### src/rtl/tempsens_uart_host.sv
// UART host for a temperature sensor: sends a request byte, then collects a
// two-byte little-endian reply with per-byte start-bit timeout and framing checks.
module tempsens_uart_host #(
  parameter int unsigned CLK_FREQ    = 10000,
  parameter int unsigned BAUD        = 1000,
  parameter logic [7:0]  CMD_REQ     = 8'h53,
  parameter int unsigned TIMEOUT_CYC = 400
) (
  input  logic        clk,
  input  logic        reset,
  input  logic        start,
  input  logic        rx,
  output logic        tx,
  output logic        busy,
  output logic [15:0] data,
  output logic        valid,
  output logic        err
);

  localparam int unsigned BIT_CYC = CLK_FREQ / BAUD;
  localparam int unsigned CYC_W   = $clog2(BIT_CYC + 1);
  localparam int unsigned TOUT_W  = $clog2(TIMEOUT_CYC + 1);
  localparam int unsigned BIT_W   = 4;
  localparam logic [9:0]  FRAME   = {1'b1, CMD_REQ, 1'b0};

  localparam logic [2:0] IDLE     = 3'd0;
  localparam logic [2:0] SEND_CMD = 3'd1;
  localparam logic [2:0] WAIT_LO  = 3'd2;
  localparam logic [2:0] WAIT_HI  = 3'd3;
  localparam logic [2:0] DONE     = 3'd4;

  logic [2:0]        state, state_n;
  logic              rx_s1, rx_s2, rx_d;
  logic [CYC_W-1:0]  cyc_cnt, cyc_n;
  logic [BIT_W-1:0]  bit_cnt, bit_n;
  logic [TOUT_W-1:0] tout_cnt, tout_n;
  logic              rx_act, rx_act_n;
  logic [7:0]        shreg, shreg_n;
  logic [7:0]        lo, lo_n;
  logic              tx_n, busy_n, valid_n, err_n;
  logic [15:0]       data_n;

  logic rx_fall, cyc_last, cyc_mid;
  assign rx_fall  = rx_d & ~rx_s2;
  assign cyc_last = (cyc_cnt == CYC_W'(BIT_CYC - 1));
  assign cyc_mid  = (cyc_cnt == CYC_W'(BIT_CYC / 2));

  // State, datapath and registered outputs
  always_ff @(posedge clk or negedge reset) begin
    if (!reset) begin
      state    <= IDLE;
      rx_s1    <= 1'b1;
      rx_s2    <= 1'b1;
      rx_d     <= 1'b1;
      cyc_cnt  <= '0;
      bit_cnt  <= '0;
      tout_cnt <= '0;
      rx_act   <= 1'b0;
      shreg    <= '0;
      lo       <= '0;
      tx       <= 1'b1;
      busy     <= 1'b0;
      data     <= '0;
      valid    <= 1'b0;
      err      <= 1'b0;
    end else begin
      state    <= state_n;
      rx_s1    <= rx;
      rx_s2    <= rx_s1;
      rx_d     <= rx_s2;
      cyc_cnt  <= cyc_n;
      bit_cnt  <= bit_n;
      tout_cnt <= tout_n;
      rx_act   <= rx_act_n;
      shreg    <= shreg_n;
      lo       <= lo_n;
      tx       <= tx_n;
      busy     <= busy_n;
      data     <= data_n;
      valid    <= valid_n;
      err      <= err_n;
    end
  end

  // Next-state and output logic
  always_comb begin
    state_n  = state;
    cyc_n    = cyc_cnt;
    bit_n    = bit_cnt;
    tout_n   = tout_cnt;
    rx_act_n = rx_act;
    shreg_n  = shreg;
    lo_n     = lo;
    tx_n     = tx;
    data_n   = data;
    valid_n  = 1'b0;
    err_n    = 1'b0;

    case (state)
      IDLE: begin
        tx_n     = 1'b1;
        rx_act_n = 1'b0;
        if (start) begin
          state_n = SEND_CMD;
          tx_n    = FRAME[0];
          cyc_n   = '0;
          bit_n   = '0;
        end
      end
      SEND_CMD: begin
        if (cyc_last) begin
          cyc_n = '0;
          if (bit_cnt == BIT_W'(9)) begin
            state_n = WAIT_LO;
            tx_n    = 1'b1;
            tout_n  = '0;
          end else begin
            bit_n = bit_cnt + BIT_W'(1);
            tx_n  = FRAME[bit_cnt + BIT_W'(1)];
          end
        end else begin
          cyc_n = cyc_cnt + CYC_W'(1);
        end
      end
      WAIT_LO, WAIT_HI: begin
        if (!rx_act) begin
          // Timeout counts only while hunting for a start edge
          if (rx_fall) begin
            rx_act_n = 1'b1;
            cyc_n    = '0;
            bit_n    = '0;
          end else if (tout_cnt == TOUT_W'(TIMEOUT_CYC - 1)) begin
            err_n   = 1'b1;
            state_n = IDLE;
          end else begin
            tout_n = tout_cnt + TOUT_W'(1);
          end
        end else begin
          cyc_n = cyc_last ? '0 : cyc_cnt + CYC_W'(1);
          if (cyc_last) bit_n = bit_cnt + BIT_W'(1);
          if (cyc_mid) begin
            if (bit_cnt == BIT_W'(0)) begin
              if (rx_s2) rx_act_n = 1'b0;
            end else if (bit_cnt != BIT_W'(9)) begin
              shreg_n = {rx_s2, shreg[7:1]};
            end else begin
              rx_act_n = 1'b0;
              if (!rx_s2) begin
                err_n   = 1'b1;
                state_n = IDLE;
              end else if (state == WAIT_LO) begin
                lo_n    = shreg;
                state_n = WAIT_HI;
                tout_n  = '0;
              end else begin
                state_n = DONE;
                data_n  = {shreg, lo};
                valid_n = 1'b1;
              end
            end
          end
        end
      end
      DONE:    state_n = IDLE;
      default: state_n = IDLE;
    endcase

    busy_n = (state_n != IDLE);
  end

endmodule
### config.mk
export PLATFORM = sky130hd
export DESIGN_NAME = tempsens_uart_host
export DESIGN_NICKNAME = d
export VERILOG_FILES = /design/src/rtl/tempsens_uart_host.sv
export SDC_FILE = /design/constraint.sdc
export NUM_CORES = 1
export LEC_CHECK = 0
export CORE_MARGIN = 2
export CORE_UTILIZATION = 40
export DETAILED_ROUTE_END_ITERATION = 7
export PLACE_DENSITY = 0.63
export SLEW_MARGIN = 20
export SYNTH_ARGS = -nofsm -noshare
export SYNTH_HDL_FRONTEND = slang
export SYNTH_SLANG_ARGS = --single-unit
### constraint.sdc
create_clock -name clk -period 2.62 [get_ports clk]
set_input_delay 0.524 -clock clk [delete_from_list [all_inputs] [get_ports clk]]
set_output_delay 0.524 -clock clk [all_outputs]
set_load 0.1 [all_outputs]
==> results.md, run 1 <==
* Final cell count without fillers at 405
* Clk buf depth at 2
* EDFF count, synth at 0
* Tmin final at 2059 ps
* Reg clk slew, reported paths at 80 ps
* Syn_nets at 281
* Area occupied by multi-input gates at 1290 um2
* TritonCTS clock tree: built
* Final setup vio count at 0
* First-pass GRT wire length at 9114 um
* CP required at 2870 ps
* Critical Path Start Type: flop
* Post-CTS Setup Bufs at 0
* FP Rows at 30
* VDD IR max at 0.3205 mV
* DRC Markers at 0
* Slew HR at 0.5978
* Pwr/cell area at 525.6 nW/um2
* #FFs+latches synth at 60
* Fmax at 485.6 MHz
* RePlAce Congestion at 0.7961
* Syn_area_per_cell at 10.59 um2
* Die footprint at 7866 um2
* Crit share post-route at 0.7859
* Ys flop type: dfrtp_1
* Post-synthesis cell count at 271
* Place WS at 545.5 ps
* Max FO, Critical Path at 8
* Max-Cap Viols at 0
* P_leak at 1.786 nW
* P&R area growth vs syn at 17.49%
* Largest net degree at the start of global routing at 35
* Class of the worst hold path: in2async
* H-tree Lvls at 3
* Fraction of layout cells with a size suffix above 1 at 0.2330
* Routed len/inst at 13.53 um
* IO Count at 24
* Antenna Cells at 0
* Die Width at 88.69 um
* Drt first pass iters at 4
* DP Cell Count at 389
* Worst clock skew at 11.58 ps
* Ys Warns at 0
* Core footprint at 6869 um2
* GRT Overall Usage at 0.1533
* Worst Setup End Kind: flop
* DR iter-0 viols at 95
* Cells on worst reg2reg path at 7
* RSZ-0062 raised after global routing: false
* Status: completed
* Vias at 2059
* Number of global-route vias before repair at 1885
* Post-synthesis cell area at 2869 um2
* Setup CP Type: reg2reg
* Worst skew pair latency at 340 ps
* Worst slew pin tran at 603.4 ps
* Filler cells at 636
* Reg2Reg Setup Slack at 560 ps
* Die height at 88.69 um
* Post-CTS Hold Fix Bufs at 0
* Final WL at 5481 um
* Nets@finish at 314
* Initial Utilization at 0.4177
* Initial antenna violation count at 0
* Reg2reg end: bit_cnt[0]$_DFFE_PN0P_
* Number of buffers created by CTS at 9
* Final Hold Vio Count at 0
* Post-synthesis cell type count at 49
* Setup TNS Final at 0 ps
* Part of the Yosys area used for sequential elements at 0.5251
* Number of nets still failing antenna checks after routing at 0
* Worst r2r src: cyc_cnt[1]$_DFFE_PN0P_
* Max Slew Vio Count at 0
* Aggregate global routing overflow at 0
* Final WS setup at 560.8 ps
* Most frequent cells in the layout: 66 x nand2_1, 56 x dfrtp_1, 25 x buf_4
* Most common cell after layout, fill and taps aside: nand2_1
* # resized after CTS at 0
* Synth async-reset ratio at 1.000
* Post-DP HPWL at 3821 um
* CP Data Arrival Time at 2300 ps
* Port Buffers at 23
* CTS root buffer: clkbuf_8
* Vias per cell at 5.084
* Register Area at 1506 um2
* CTS Sinks at 60
[critical path: stages, from the launching register on]
cell and delay [ps]:
dfrtp_1 410, inv_1 70, ha_1 250, and3b_1 230
a211o_1 240, a21boi_0 260, nor2b_1 270, mux2i_1 230
[cell usage after synthesis (2+ instances only)]
master | instances | share of area
mux2i_1 | 4 | 0.014
o31ai_1 | 6 | 0.016
nand3b_4 | 2 | 0.014
and3b_1 | 3 | 0.0092
dfrtp_1 | 56 | 0.49
and3_1 | 5 | 0.011
a21oi_1 | 3 | 0.0052
o21ai_0 | 9 | 0.016
nand4_1 | 3 | 0.0065
mux2_2 | 16 | 0.063
dfstp_2 | 4 | 0.037
a211o_1 | 5 | 0.015
ha_1 | 6 | 0.026
inv_1 | 8 | 0.010
a21o_1 | 7 | 0.018
nand2b_1 | 3 | 0.0065
nor3_1 | 4 | 0.0070
nand3_1 | 15 | 0.026
nand2_1 | 66 | 0.086
nor2_1 | 10 | 0.013
nor4_1 | 2 | 0.0044
buf_2 | 3 | 0.0052
nor2b_1 | 5 | 0.011
[cells by family after synthesis]
family | synth area share
AOI/OAI and AO/OA | 0.1051
adders and majority gates | 0.02617
buffers and inverters | 0.02529
DFF | 0.5251
muxes | 0.07675
and+or+nand+nor | 0.2416
[stage by stage]
| stage | area (um2) | hold WS, ps | util | power, W |
|---|---|---|---|---|
| final | 3371 | 189.7 | 0.4907 | 0.001772 |
| after global routing | 3371 | 227.3 | 0.4907 | 0.001845 |
| after CTS | 3371 | 192.8 | 0.4907 | 0.001799 |
| after detailed placement | 3179 | 347.5 | 0.4628 | 0.0009805 |
| after global placement | 3179 | 346.2 | 0.4628 | 0.0009808 |
| after floorplan | 2869 | 228.4 | - | 0.0009526 |
[final cells by class]
cell class	instances	share of cell area
Multi-Input combinational cell	196	0.3827
Inverter	8	0.008909
Clock buffer	10	0.03786
Clock inverter	6	0.01893
Timing Repair Buffer	29	0.06904
Sequential cell	60	0.4469
Tap cell	96	0.03563
[report_power, final]
group	internal [W]	switching, W	leakage, nW
clock	0.000439	0.000371	0.0927
combinational	0.00000737	0.0000217	0.894
sequential	0.000930	0.00000195	0.799
[registers in the layout, summed over array words and instances, names as in the netlist]
register,count
tout_cnt,9
shreg,8
tx,1
rx_d,1
lo,8
rx_s2,1
data,16
bit_cnt,4
valid,1
err,1
rx_s1,1
rx_act,1
cyc_cnt,4
busy,1
state,3
[how the worst max path moves through the flow]
stage / cells after the start / slack [ps] / startpoint / to
3_3_place_gp: 5 / 570 / start / bit_cnt[0]$_DFFE_PN0P_
4_1_cts: 7 / 530 / cyc_cnt[1]$_DFFE_PN0P_ / bit_cnt[0]$_DFFE_PN0P_
2_1_floorplan: 8 / 780 / bit_cnt[1]$_DFFE_PN0P_ / busy$_DFF_PN0_
3_5_place_dp: 5 / 550 / start / bit_cnt[0]$_DFFE_PN0P_
5_1_grt: 7 / 330 / cyc_cnt[1]$_DFFE_PN0P_ / bit_cnt[0]$_DFFE_PN0P_
6_report: 7 / 560 / cyc_cnt[1]$_DFFE_PN0P_ / bit_cnt[0]$_DFFE_PN0P_
[metal layers]
| metal | global-route usage | share of wire | vias to the layer above |
|---|---|---|---|
| met5 | 0 | 0 | - |
| li1 | - | - | 1025 |
| met3 | 0.04851 | 0.040 | 8 |
| met4 | 0.06612 | 0.016 | 0 |
| met2 | 0.2178 | 0.45 | 38 |
| met1 | 0.2158 | 0.49 | 988 |
Note: power is estimated with default switching activity, not from simulation.
==> inputs of run 2 (changes only) <==
==> constraint.sdc (replaced) <==
create_clock -name clk -period 2 [get_ports clk]
set_input_delay 0.4 -clock clk [delete_from_list [all_inputs] [get_ports clk]]
set_output_delay 0.4 -clock clk [all_outputs]
set_load 0.1 [all_outputs]
==> run 2 against run 1 <==
First-iteration DRC count is 3.2% higher. Critical path depth stayed put. Final cell count is 3.2% higher. Critical path type unchanged. Largest cell class unchanged. Largest power group unchanged. Highest routed layer unchanged.
==> results.md, run 2 (same netlist as run 1, synthesis figures left out) <==
* Vias per cell at 5.038
* Antenna Cells at 0
* Die Width at 88.69 um
* WP buf/inv at 1
* VDD IR max at 0.4940 mV
* Place WS at 35.70 ps
* Switching share of total power at 0.2280
* Core footprint at 6869 um2
* P_leak at 1.850 nW
* Setup CP Type: reg2reg
* H-tree Lvls at 3
* Initial Utilization at 0.4177
* CTS root buffer: clkbuf_8
* Fraction of layout cells with a size suffix above 1 at 0.2795
* Status: completed
* GRT Overall Usage at 0.1670
* Slowest stage cell, crit path: dfrtp_1
* Aggregate global routing overflow at 0
* Final setup vio count at 0
* Most frequent cells in the layout: 66 x nand2_1, 56 x dfrtp_1, 37 x buf_4
* Combinational Power Share at 0.017
* Vias at 2106
* Critical Path Start Type: flop
* Crit-path max cell delay at 410 ps
* DRC Markers at 0
* Worst slew pin tran at 562.1 ps
* First-pass GRT wire length at 9832 um
* Final WL at 5792 um
* Clk buf depth at 2
* FP Rows at 30
* IO Count at 24
* Worst skew pair latency at 340 ps
* Worst Setup End Kind: flop
* Area occupied by multi-input gates at 1310 um2
* Register Area at 1506 um2
* Number of buffers created by CTS at 9
* CP Data Arrival Time at 2100 ps
* P&R area growth vs syn at 22.02%
* Int Power at 0.001805 W
* Max Slew Vio Count at 0
* DR iter-0 viols at 98
* Final WS setup at 118.4 ps
* Setup TNS Final at 0 ps
* Pwr/cell area at 667.7 nW/um2
* Post-route cell area at 3501 um2
* Max FFs per register at 16
* Routed len/inst at 13.86 um
* DP Area at 3289 um2
* Filler cells at 646
* Top reg by flops: data
* Fmax at 531.5 MHz
* Worst clock skew at 10.04 ps
* Final cell count without fillers at 418
* Drt first pass iters at 4
* Slew HR at 0.6224
* Number of nets still failing antenna checks after routing at 0
* Crit path cell chain: inv_2 > ha_2 > nand3b_4 > nor2_4 > nor2_1 > a2111oi_4 > or3b_1
* Post-DP HPWL at 4040 um
* Largest net degree at the start of global routing at 61
* CTS Sinks at 60
* DP Cell Count at 402
* Crit share post-route at 0.9408
* Tmin final at 1882 ps
* Number of global-route vias before repair at 1986
* Max-Cap Viols at 0
* Most common cell after layout, fill and taps aside: nand2_1
* Biggest regs: data: 16 flops, tout_cnt: 9 flops
* Class of the worst hold path: in2async
* Max FO, Critical Path at 6
* CP required at 2210 ps
* Critical path's top delay family: simple AND/OR/NAND/NOR gates
* Sw Pwr at 0.0005329 W
* Clock power frac at 0.460
* Die footprint at 7866 um2
* Final Hold Vio Count at 0
* Nets@finish at 327
* Initial antenna violation count at 0
* Reg power frac at 0.522
* Port Buffers at 23
* RSZ-0062 raised after global routing: false
* TritonCTS clock tree: built
* Total power at 0.002338 W
* RePlAce Congestion at 0.8969
* Die height at 88.69 um
* Reg clk slew, reported paths at 70 ps
run 2: cell count changes in the layout (fill, tap and decap cells not counted):
cell | previous run | this run
nor2b_1 | 5 | 4
nor2b_2 | 0 | 1
ha_2 | 0 | 1
o311ai_1 | 0 | 1
o311ai_0 | 1 | 0
inv_1 | 8 | 7
nor2_1 | 10 | 9
ha_4 | 0 | 1
inv_2 | 0 | 1
ha_1 | 6 | 4
buf_12 | 1 | 2
buf_4 | 25 | 37
nor2_2 | 0 | 1
run 2: worst paths after layout:
kind | start | to | slack (ps) | depth (start not counted)
worst min-delay path | reset | cyc_cnt[1]$_DFFE_PN0P_ | 40 | 2
worst max-delay path | bit_cnt[1]$_DFFE_PN0P_ | busy$_DFF_PN0_ | 120 | 7
worst min register to register | rx_s1$_DFF_PN1_ | rx_s2$_DFF_PN1_ | 360 | 0
max in group asynchronous | reset | rx_d$_DFF_PN1_ | 1630 | 2
min in group clk | rx_s1$_DFF_PN1_ | rx_s2$_DFF_PN1_ | 360 | 0
worst max register to register | bit_cnt[1]$_DFFE_PN0P_ | busy$_DFF_PN0_ | 120 | 7
run 2: layout make-up:
type / count / area share
flip-flops and latches: 60 / 0.4303
repair buffers: 42 / 0.09793
inverters: 8 / 0.008578
well taps: 96 / 0.03431
clock buffers: 10 / 0.03645
clock inverters: 6 / 0.01823
multi-input cells: 196 / 0.3742
run 2: repair_timing:
item / 4_1_cts / 5_1_grt
buffers inserted: 0 / 0
hold buffers: 0 / 0
gates resized for setup: 0 / 7
setup endpoints to repair: 0 / 8
run 2: power groups by stage:
| stage | Combinational, W | Sequential, W | Clock (W) |
|---|---|---|---|
| after floorplan | 0.00000448 | 0.00124 | 0 |
| after global placement | 0.0000424 | 0.00124 | 0 |
| after detailed placement | 0.0000428 | 0.00124 | 0 |
| after CTS | 0.0000429 | 0.00122 | 0.00111 |
| after global routing | 0.0000484 | 0.00122 | 0.00116 |
| final | 0.0000408 | 0.00122 | 0.00108 |
run 2: through the flow:
stage	util	hold WS (ps)
after detailed placement	0.4789	349.9
after CTS	0.5067	59.12
after global routing	0.5097	77.64
after global placement	0.4789	345.8
final	0.5097	42.95
after floorplan	-	104.4
run 2: routing by layer:
layer  up-vias  routed length [um]  track usage
li1       1049                   -            -
met1      1002                2905       0.2391
met2        37                2529       0.2286
met3        18                 173      0.03358
met4         0                 183       0.1074
met5         -                   0            0
